[config.mk]
export PLATFORM = sky130hd
export DESIGN_NAME = apb_i2c_requester_flat
export DESIGN_NICKNAME = d
export VERILOG_FILES = /design/src/rtl/apb_i2c_pkg.sv /design/src/rtl/apb_i2c_requester_if.sv /design/src/rtl/apb_wait_timer.sv /design/src/rtl/apb_i2c_requester.sv /design/src/flat_wrapper.sv
export SDC_FILE = /design/constraint.sdc
export NUM_CORES = 1
export LEC_CHECK = 0
export ABC_CLOCK_PERIOD_IN_PS = 11400
export CORE_UTILIZATION = 45
export CTS_CLUSTER_DIAMETER = 40
export CTS_CLUSTER_SIZE = 30
export DETAILED_ROUTE_END_ITERATION = 8
export GPL_TIMING_DRIVEN = 0
export PLACE_DENSITY = 0.85
export SETUP_SLACK_MARGIN = 0.1
export SYNTH_ARGS = -nofsm -noshare
export SYNTH_HDL_FRONTEND = slang
export SYNTH_SLANG_ARGS = --single-unit
[constraint.sdc]
create_clock -name PCLK -period 11.4 [get_ports PCLK]
set_input_delay 2.85 -clock PCLK [delete_from_list [all_inputs] [get_ports PCLK]]
set_output_delay 2.85 -clock PCLK [all_outputs]
set_load 0.02 [all_outputs]
[src/rtl/apb_i2c_pkg.sv]
// Shared definitions for the I2C APB requester/completer pair: FSM states and register map.
package apb_i2c_pkg;

  typedef enum logic [1:0] {
    IDLE,
    SETUP,
    ACCESS,
    RESP
  } state_t;

  localparam logic [31:0] ADDR_TX_FIFO = 32'd0;
  localparam logic [31:0] ADDR_RX_FIFO = 32'd4;
  localparam logic [31:0] ADDR_CONFIG  = 32'd8;
  localparam logic [31:0] ADDR_TIMEOUT = 32'd12;

  function automatic logic is_aligned(input logic [1:0] addr_lsb);
    return addr_lsb == 2'b00;
  endfunction

endpackage

[src/rtl/apb_i2c_requester_if.sv]
// Command/response stream plus APB bus seen by the requester (master) and its peers (slave).
interface apb_i2c_requester_if;
  logic        CMD_VALID;
  logic        CMD_READY;
  logic        CMD_WRITE;
  logic [31:0] CMD_ADDR;
  logic [31:0] CMD_WDATA;
  logic        RSP_VALID;
  logic        RSP_READY;
  logic [31:0] RSP_RDATA;
  logic        RSP_ERR;
  logic        RSP_TIMEOUT;
  logic        PSELx;
  logic        PENABLE;
  logic        PWRITE;
  logic [31:0] PADDR;
  logic [31:0] PWDATA;
  logic [31:0] PRDATA;
  logic        PREADY;
  logic        PSLVERR;

  modport master (
    input  CMD_VALID, CMD_WRITE, CMD_ADDR, CMD_WDATA, RSP_READY, PRDATA, PREADY, PSLVERR,
    output CMD_READY, RSP_VALID, RSP_RDATA, RSP_ERR, RSP_TIMEOUT,
           PSELx, PENABLE, PWRITE, PADDR, PWDATA
  );

  modport slave (
    output CMD_VALID, CMD_WRITE, CMD_ADDR, CMD_WDATA, RSP_READY, PRDATA, PREADY, PSLVERR,
    input  CMD_READY, RSP_VALID, RSP_RDATA, RSP_ERR, RSP_TIMEOUT,
           PSELx, PENABLE, PWRITE, PADDR, PWDATA
  );
endinterface

[src/rtl/apb_wait_timer.sv]
// Saturating wait-state counter; expired flags the count-enabled cycle that reaches the limit.
module apb_wait_timer #(
  parameter int unsigned TIMEOUT_CYCLES = 256
) (
  input  logic clk,
  input  logic rst,
  input  logic clear,
  input  logic count_en,
  output logic expired
);
  localparam int unsigned CW = (TIMEOUT_CYCLES > 0) ? $clog2(TIMEOUT_CYCLES + 1) : 1;
  localparam logic [CW-1:0] LAST = CW'((TIMEOUT_CYCLES > 0) ? TIMEOUT_CYCLES - 1 : 0);
  localparam logic [CW-1:0] MAX  = CW'(TIMEOUT_CYCLES);

  logic [CW-1:0] count;

  always_ff @(posedge clk or posedge rst) begin
    if (rst) begin
      count <= '0;
    end else if (clear) begin
      count <= '0;
    end else if (count_en && count != MAX) begin
      count <= count + 1'b1;
    end
  end

  // Fires while the final permitted stall cycle is in progress, so the caller can still let PREADY win.
  assign expired = (TIMEOUT_CYCLES > 0) && count_en && (count == LAST);

endmodule

[src/rtl/apb_i2c_requester.sv]
// APB requester: one command at a time becomes a SETUP/ACCESS transfer and a held response.
module apb_i2c_requester
  import apb_i2c_pkg::*;
#(
  parameter int unsigned TIMEOUT_CYCLES = 256
) (
  input logic                  PCLK,
  input logic                  PRESET,
  apb_i2c_requester_if.master  bus
);

  state_t state;
  logic   expired;

  apb_wait_timer #(.TIMEOUT_CYCLES(TIMEOUT_CYCLES)) u_timer (
    .clk      (PCLK),
    .rst      (PRESET),
    .clear    (state != ACCESS),
    .count_en (state == ACCESS && !bus.PREADY),
    .expired  (expired)
  );

  // Handshake/bus strobes decode straight from state so an async reset drops them at once.
  assign bus.CMD_READY = (state == IDLE);
  assign bus.PSELx     = (state == SETUP) || (state == ACCESS);
  assign bus.PENABLE   = (state == ACCESS);
  assign bus.RSP_VALID = (state == RESP);

  always_ff @(posedge PCLK or posedge PRESET) begin
    if (PRESET) begin
      state           <= IDLE;
      bus.PWRITE      <= 1'b0;
      bus.PADDR       <= '0;
      bus.PWDATA      <= '0;
      bus.RSP_RDATA   <= '0;
      bus.RSP_ERR     <= 1'b0;
      bus.RSP_TIMEOUT <= 1'b0;
    end else begin
      case (state)
        IDLE: begin
          if (bus.CMD_VALID) begin
            bus.PWRITE <= bus.CMD_WRITE;
            bus.PADDR  <= bus.CMD_ADDR;
            bus.PWDATA <= bus.CMD_WDATA;
            if (is_aligned(bus.CMD_ADDR[1:0])) begin
              state <= SETUP;
            end else begin
              bus.RSP_RDATA   <= '0;
              bus.RSP_ERR     <= 1'b1;
              bus.RSP_TIMEOUT <= 1'b0;
              state           <= RESP;
            end
          end
        end
        SETUP: state <= ACCESS;
        ACCESS: begin
          if (bus.PREADY) begin
            bus.RSP_RDATA   <= bus.PWRITE ? '0 : bus.PRDATA;
            bus.RSP_ERR     <= bus.PSLVERR;
            bus.RSP_TIMEOUT <= 1'b0;
            state           <= RESP;
          end else if (expired) begin
            bus.RSP_RDATA   <= '0;
            bus.RSP_ERR     <= 1'b1;
            bus.RSP_TIMEOUT <= 1'b1;
            state           <= RESP;
          end
        end
        RESP: begin
          if (bus.RSP_READY) state <= IDLE;
        end
        default: state <= IDLE;
      endcase
    end
  end

endmodule
[src/flat_wrapper.sv]
// flat-port wrapper written by rule: the top's interface ports become plain ports
module apb_i2c_requester_flat import apb_i2c_pkg::*;
#(
  parameter int unsigned TIMEOUT_CYCLES = 256
)
  (PCLK, PRESET, bus_CMD_VALID, bus_CMD_WRITE, bus_CMD_ADDR, bus_CMD_WDATA, bus_RSP_READY, bus_PRDATA, bus_PREADY, bus_PSLVERR, bus_CMD_READY, bus_RSP_VALID, bus_RSP_RDATA, bus_RSP_ERR, bus_RSP_TIMEOUT, bus_PSELx, bus_PENABLE, bus_PWRITE, bus_PADDR, bus_PWDATA);
  apb_i2c_requester_if bus_i ();
  input logic PCLK;
  input logic PRESET;
  input wire logic [$bits(bus_i.CMD_VALID)-1:0] bus_CMD_VALID;
  input wire logic [$bits(bus_i.CMD_WRITE)-1:0] bus_CMD_WRITE;
  input wire logic [$bits(bus_i.CMD_ADDR)-1:0] bus_CMD_ADDR;
  input wire logic [$bits(bus_i.CMD_WDATA)-1:0] bus_CMD_WDATA;
  input wire logic [$bits(bus_i.RSP_READY)-1:0] bus_RSP_READY;
  input wire logic [$bits(bus_i.PRDATA)-1:0] bus_PRDATA;
  input wire logic [$bits(bus_i.PREADY)-1:0] bus_PREADY;
  input wire logic [$bits(bus_i.PSLVERR)-1:0] bus_PSLVERR;
  output wire logic [$bits(bus_i.CMD_READY)-1:0] bus_CMD_READY;
  output wire logic [$bits(bus_i.RSP_VALID)-1:0] bus_RSP_VALID;
  output wire logic [$bits(bus_i.RSP_RDATA)-1:0] bus_RSP_RDATA;
  output wire logic [$bits(bus_i.RSP_ERR)-1:0] bus_RSP_ERR;
  output wire logic [$bits(bus_i.RSP_TIMEOUT)-1:0] bus_RSP_TIMEOUT;
  output wire logic [$bits(bus_i.PSELx)-1:0] bus_PSELx;
  output wire logic [$bits(bus_i.PENABLE)-1:0] bus_PENABLE;
  output wire logic [$bits(bus_i.PWRITE)-1:0] bus_PWRITE;
  output wire logic [$bits(bus_i.PADDR)-1:0] bus_PADDR;
  output wire logic [$bits(bus_i.PWDATA)-1:0] bus_PWDATA;
  assign bus_i.CMD_VALID = bus_CMD_VALID;
  assign bus_i.CMD_WRITE = bus_CMD_WRITE;
  assign bus_i.CMD_ADDR = bus_CMD_ADDR;
  assign bus_i.CMD_WDATA = bus_CMD_WDATA;
  assign bus_i.RSP_READY = bus_RSP_READY;
  assign bus_i.PRDATA = bus_PRDATA;
  assign bus_i.PREADY = bus_PREADY;
  assign bus_i.PSLVERR = bus_PSLVERR;
  assign bus_CMD_READY = bus_i.CMD_READY;
  assign bus_RSP_VALID = bus_i.RSP_VALID;
  assign bus_RSP_RDATA = bus_i.RSP_RDATA;
  assign bus_RSP_ERR = bus_i.RSP_ERR;
  assign bus_RSP_TIMEOUT = bus_i.RSP_TIMEOUT;
  assign bus_PSELx = bus_i.PSELx;
  assign bus_PENABLE = bus_i.PENABLE;
  assign bus_PWRITE = bus_i.PWRITE;
  assign bus_PADDR = bus_i.PADDR;
  assign bus_PWDATA = bus_i.PWDATA;
  apb_i2c_requester #(.TIMEOUT_CYCLES(TIMEOUT_CYCLES)) u_core (.PCLK(PCLK), .PRESET(PRESET), .bus(bus_i));
endmodule
==> results of run 1 <==
worst max-delay path, cell delays in order, from the launching register on:
cell and delay, ns:
dfrtp_1 0.42, inv_1 0.09, ha_1 0.27, clkdlybuf4s50_1 0.64
state kept, by name (all words and copies together), names as in the netlist:
signal                  flops
u_core.u_timer.count        9
u_core.bus.PWDATA          32
u_core.bus.PWRITE           1
u_core.bus.RSP_RDATA       32
u_core.bus.RSP_ERR          1
u_core.bus.PADDR           32
u_core.state                2
u_core.bus.RSP_TIMEOUT      1
per-stage QoR:
step	cell area, µm²	cells
3_5_place_dp	6860	696
4_1_cts	7127	712
2_1_floorplan	4612	357
6_report	7127	712
5_1_grt	7127	712
3_3_place_gp	6830	695
metal layers:
metal,up-vias,track usage [%]
met5,-,0
met4,0,6.284
met3,14,7.796
met2,141,37.90
met1,1671,23.53
li1,1618,-
power groups by stage:
stage / Combinational, µW / Clock [µW] / Sequential (µW)
4_1_cts: 1080 / 312 / 660
3_5_place_dp: 1070 / 0 / 668
5_1_grt: 1130 / 325 / 681
2_1_floorplan: 374 / 0 / 872
3_3_place_gp: 1050 / 0 / 656
6_report: 1060 / 305 / 659
logic make-up (layout without fill, tap and decap cells):
| kind of cell | after synthesis | after routing | share of synthesized area [%] |
|---|---|---|---|
| AND/OR/NAND/NOR | 61 | 61 | 5.996 |
| AO/OA/AOI/OAI | 18 | 18 | 2.984 |
| adder cells (fa/ha/maj) | 6 | 6 | 1.628 |
| buffers and inverters | 59 | 281 | 5.534 |
| flip-flops | 110 | 110 | 59.69 |
| XOR/XNOR | 1 | 1 | 0.1899 |
| multiplexers | 102 | 102 | 23.98 |
placed cells by master, fill, tap and decap left out, drive strengths merged, types with 2 or more instances in the layout:
master / Yosys / final
a21oi: 3 / 3
buf: 11 / 12
bufinv: 0 / 4
clkbuf: 7 / 16
clkdlybuf4s50: 0 / 205
dfrtp: 110 / 110
ha: 6 / 6
inv: 41 / 43
mux2: 68 / 68
mux2i: 34 / 34
nand2: 40 / 40
nand3: 3 / 3
nand4: 2 / 2
nor2: 5 / 5
nor2b: 3 / 3
nor4b: 2 / 2
o21ai: 3 / 3
o311ai: 2 / 2
o31ai: 3 / 3
final cells by class:
class,instances,share of cell area (%)
inverter,41,2.195
clock buffer,9,1.738
timing repair buffer,206,29.18
buffer,18,1.422
sequential,110,38.62
clock inverter,7,2.001
multi-input combinational,188,22.51
tap,133,2.335
path summary, 6_finish.rpt:
kind                                                startpoint                                   end  depth (start not counted)
max                                u_core.state[0]$_DFFE_PP0P_                           bus_PENABLE                          3
min                          u_core.bus.PWDATA[11]$_DFFE_PP0P_     u_core.bus.PWDATA[11]$_DFFE_PP0P_                          1
max reg2reg                u_core.u_timer.count[0]$_DFFE_PP0P_  u_core.bus.RSP_RDATA[12]$_DFFE_PP0P_                          8
min reg2reg                  u_core.bus.PWDATA[11]$_DFFE_PP0P_     u_core.bus.PWDATA[11]$_DFFE_PP0P_                          1
max in group asynchronous                               PRESET     u_core.bus.PWDATA[23]$_DFFE_PP0P_                          3
min in group asynchronous                               PRESET  u_core.bus.RSP_RDATA[14]$_DFFE_PP0P_                          2
==> reports/results.ini, run 1 <==
[clock_network]
clk_latency_ns=0.37
numClockSinks=110
ctsHoldBuffers=0
post_cts_buffers=0
cts_buffers=9
clockBufferDepth=2
cts_resized=0
clk_pin_slew_ns=0.11
root_buffer=clkbuf_8
htree_num_levels=3
cts_tree=done

[worst_setup_path]
worstPathRequired_ns=8.55
critPathMaxFanout=7
cp-start-kind=flop
crit_type=flop to output port
cp-end-kind=output port
r2r_setup_slack_ns=9.11
critPathArrivalTime_ns=1.79

[sta]
finalSetupViolations=0
holdWs_ns=0.5130
grt_setup_unrepaired=no
slew_headroom_pct=63.70
hold_violations=0
layout_setup_ws_ns=6.757
tns_ns=0
max_freq_mhz=215.4
period_needed_ns=4.643
worstMarginPinSlew_ns=0.5428
finClkSkew_ns=0.01093
period_share_pct=40.73
maxSlewViolCount=0

[routing]
dr.pass1.iters=4
avgViaCountPerCell=4.837
topRoutingLayerUsed=met4
wl_um=11360
vias=3444
drc=0
ant_nets=0
wl_per_cell_um=15.95
wl_met1_um=4336
routed-wl-met2_um=5872
wl_met3_um=981
drt_iter0_drc=69

[placed_design]
place_ws_ns=6.678
dp_hpwl_um=8721
io_buffers=205
gp_congestion=0.8327

[layout]
num_antenna_cells=0
utilization_pct=72.25
fillers=686
seq_area_um2=2753
syn2layout_area_growth_pct=54.53
multiInputGateArea_um2=1604
drive_above_1_share_pct=17.10
nets=683

[synthesis]
ys_top_cells_by_count=dfrtp_1, mux2_2, inv_1, nand2_1, mux2i_1
yosysWarnings=0
synth_top_area_cell=dfrtp_1
synth_edf_count=0
synth.avg_cell_area_um2=12.92
synth_top_cell_area_share_pct=59.69
syn_area_um2=4612
synth_area_leaders=dfrtp_1, mux2_2, mux2i_1
yosysSeqAreaShare_pct=59.69
synth-seq-cells=110
synthArstFlopShare_pct=100.0
synth_cell_types=33
yosysMostFrequentCell=dfrtp_1
synth_top_flop_cell=dfrtp_1
syn-instance-count=357
syn_nets=466

[die]
start_util_pct=46.75
die_x_um=103.2
die_h_um=103.2
ioPinCount=206
core_area_um2=9864
num_rows=36
dieArea_um2=10660

[outcome]
status=finished clean

[global_route]
grt.total_usage_pct=21.15
antenna_found_initial=0
grt_pass1_wl_um=16880
grt_max_degree=75
grt_pass1_vias=3513
overflow=0

[power]
leakage_uw=0.003011
seqPwrFrac_pct=32.5
ir_worst_vdd_mv=0.1596
swShare_pct=36.53
p_comb_share_pct=52.5
power.total_uw=2028
clkPwrFrac_pct=15.0
p_sw_uw=740.8
internal-power_uw=1287
p_per_area_nw_per_um2=284.5

[flow_run]
max_cap_violations=0

[min_path]
hold_path.class=flop to flop

Power figures use the tool's default switching activity.
==> run 2: changes to the inputs <==
--- a/config.mk
+++ b/config.mk
@@ -5,13 +5,13 @@
 export SDC_FILE = /design/constraint.sdc
 export NUM_CORES = 1
 export LEC_CHECK = 0
-export ABC_CLOCK_PERIOD_IN_PS = 11400
-export CORE_UTILIZATION = 45
+export ABC_CLOCK_PERIOD_IN_PS = 4050
+export CORE_UTILIZATION = 38
 export CTS_CLUSTER_DIAMETER = 40
 export CTS_CLUSTER_SIZE = 30
 export DETAILED_ROUTE_END_ITERATION = 8
 export GPL_TIMING_DRIVEN = 0
-export PLACE_DENSITY = 0.85
+export PLACE_DENSITY = 0.77
 export SETUP_SLACK_MARGIN = 0.1
 export SYNTH_ARGS = -nofsm -noshare
 export SYNTH_HDL_FRONTEND = slang
==> constraint.sdc (replaced) <==
create_clock -name PCLK -period 4.05 [get_ports PCLK]
set_input_delay 1.0125 -clock PCLK [delete_from_list [all_inputs] [get_ports PCLK]]
set_output_delay 1.0125 -clock PCLK [all_outputs]
set_load 0.02 [all_outputs]
==> reports/results.ini, run 2 (synthesis results as in run 1) <==
[outcome]
status=finished with violations
violations=design-rule violations

[clock_network]
post_cts_buffers=0  ; unchanged
ctsHoldBuffers=0  ; unchanged
cts_tree=done
clk_latency_ns=0.35  ; -0.02 ns
root_buffer=clkbuf_16
numClockSinks=110  ; unchanged
cts_resized=0  ; unchanged
htree_num_levels=3  ; unchanged
clockBufferDepth=2  ; unchanged
cts_buffers=9  ; unchanged
clk_pin_slew_ns=0.06  ; -0.05 ns

[placed_design]
placedCellCount=706  ; +1.4%
dp_hpwl_um=8528  ; -2.2%
io_buffers=205  ; unchanged
gp_congestion=0.7962  ; -4.4%

[die]
ioPinCount=206  ; unchanged
start_util_pct=39.71  ; -7.0 points
core_area_um2=11610  ; +18%
dieArea_um2=12580  ; +18%
die_x_um=112.2  ; +8.7%
die_h_um=112.2  ; +8.7%
num_rows=39  ; +8.3%

[sta]
period_needed_ns=2.791
grt_setup_unrepaired=no
holdWs_ns=0.5021  ; -0.01093 ns
finClkSkew_ns=0.006263  ; -0.004670 ns
worstMarginPinSlew_ns=0.7689  ; +0.2261 ns
slew_headroom_pct=48.74  ; -15 points
max_freq_mhz=358.3
finalSetupViolations=0  ; unchanged
period_share_pct=68.91
hold_violations=0  ; unchanged
maxSlewViolCount=0  ; unchanged

[routing]
wl_per_cell_um=15.68  ; -1.7%
wl_um=11320  ; -0.33%
drt_iter0_drc=110  ; +59%
vias=3441  ; -0.087%
avgViaCountPerCell=4.766  ; -1.5%
ant_nets=0  ; unchanged
dr.pass1.iters=6  ; +2
drc=13  ; +13

[worst_setup_path]
crit_end=bus_PENABLE
critPathMaxFanout=7  ; unchanged
worstPathRequired_ns=3.04  ; -5.51 ns
crit_type=flop to output port
cp-start-kind=flop
r2r_setup_slack_ns=1.84  ; -7.27 ns
cp-end-kind=output port
critPathArrivalTime_ns=1.78  ; about the same
reg2reg_depth=8  ; unchanged
reg2reg_to=u_core.bus.RSP_RDATA[20]$_DFFE_PP0P_
timing.rr.start=u_core.u_timer.count[1]$_DFFE_PP0P_
startpoint=u_core.state[0]$_DFFE_PP0P_

[layout]
drive_above_1_share_pct=16.75  ; -0.35 points
syn2layout_area_growth_pct=55.81
nets=683  ; unchanged
layout_common_cells=clkdlybuf4s50_1, dfrtp_1, mux2_2
final_cells=722  ; +1.4%
final_common_cell=clkdlybuf4s50_1
reg_top3=u_core.bus.PADDR: 32 flops, u_core.bus.PWDATA: 32 flops, u_core.bus.RSP_RDATA: 32 flops
num_antenna_cells=0  ; unchanged

[global_route]
grtUsageMet1_pct=21.87  ; -1.7 points
grt_max_degree=60  ; -20%
grt.total_usage_pct=18.72  ; -2.4 points
overflow=0  ; unchanged
grt_pass1_wl_um=18180  ; +7.7%
antenna_found_initial=0  ; unchanged
top_usage_layer=met2
gr-usage-met2_pct=30.89  ; -7.0 points
met3_usage_pct=6.911  ; -0.88 points
grt_pass1_vias=3615  ; +2.9%

[power]
leakage_uw=0.003030  ; +0.63%
p_per_area_nw_per_um2=801.5  ; +180%
ir_worst_vdd_mv=0.4289  ; +170%

[flow_run]
max_cap_violations=0  ; unchanged

[min_path]
hold_path.class=flop to flop

==> run 2: cell types whose count changed in the layout (fill, tap and decap cells not counted) <==
cell,before,now
clkbuf_16,0,9
clkbuf_8,9,3
bufinv_16,4,1
clkbuf_1,6,8
inv_6,2,0
clkinv_2,1,0
clkinv_4,0,1
==> run 2: power breakdown <==
group,internal [µW],switching [µW],total [µW]
registers,1600,259,1860
logic,1550,1440,2990
clock network,532,381,913
==> run 2: layer usage <==
| metal | vias to the layer above | wire length, µm |
|---|---|---|
| li1 | 1625 | - |
| met4 | 0 | 222 |
| met5 | - | 0 |
| met3 | 14 | 1068 |
| met2 | 139 | 5567 |
| met1 | 1663 | 4460 |
==> run 2: stage by stage <==
step	util (%)	setup TNS, ns	setup WS [ns]	total power (µW)	instance area (µm²)
floorplan	-	0	0.1352	3506	4612
global placement	58.92	-152.35	-1.393	4805	6843
detailed placement	59.18	0	1.175	4890	6873
CTS	61.87	0	1.228	5830	7186
global route	61.87	0	1.173	6076	7186
finish	61.87	0	1.259	5759	7186
==> run 2: layout make-up <==
| type | instances | area [µm²] |
|---|---|---|
| Clock inverter | 2 | 38.79 |
| Timing Repair Buffer | 206 | 2079 |
| Sequential cell | 110 | 2753 |
| Clock buffer | 14 | 274.0 |
| Buffer | 18 | 101.3 |
| Fill cell | 968 | 4428 |
| Inverter | 41 | 156.4 |
| Multi-Input combinational cell | 188 | 1604 |
| Tap cell | 143 | 178.9 |
==> run 2: worst min path at each step <==
stage / start / end / slack, ns / cells past startpoint
finish: u_core.bus.PWDATA[24]$_DFFE_PP0P_ / u_core.bus.PWDATA[24]$_DFFE_PP0P_ / 0.50 / 1
detailed placement: u_core.bus.PADDR[21]$_DFFE_PP0P_ / u_core.bus.PADDR[21]$_DFFE_PP0P_ / 0.49 / 1
global placement: u_core.bus.PWDATA[6]$_DFFE_PP0P_ / u_core.bus.PWDATA[6]$_DFFE_PP0P_ / 0.49 / 1
CTS: u_core.bus.PWDATA[24]$_DFFE_PP0P_ / u_core.bus.PWDATA[24]$_DFFE_PP0P_ / 0.51 / 1
floorplan: u_core.u_timer.count[7]$_DFFE_PP0P_ / u_core.u_timer.count[7]$_DFFE_PP0P_ / 0.47 / 1
global route: u_core.bus.PWDATA[28]$_DFFE_PP0P_ / u_core.bus.PWDATA[28]$_DFFE_PP0P_ / 0.52 / 1
==> run 2: critical path, cell delays in order, from the launching register on <==
cell and delay, ns:
dfrtp_1 0.40, inv_1 0.09, ha_1 0.29, clkdlybuf4s50_1 0.65
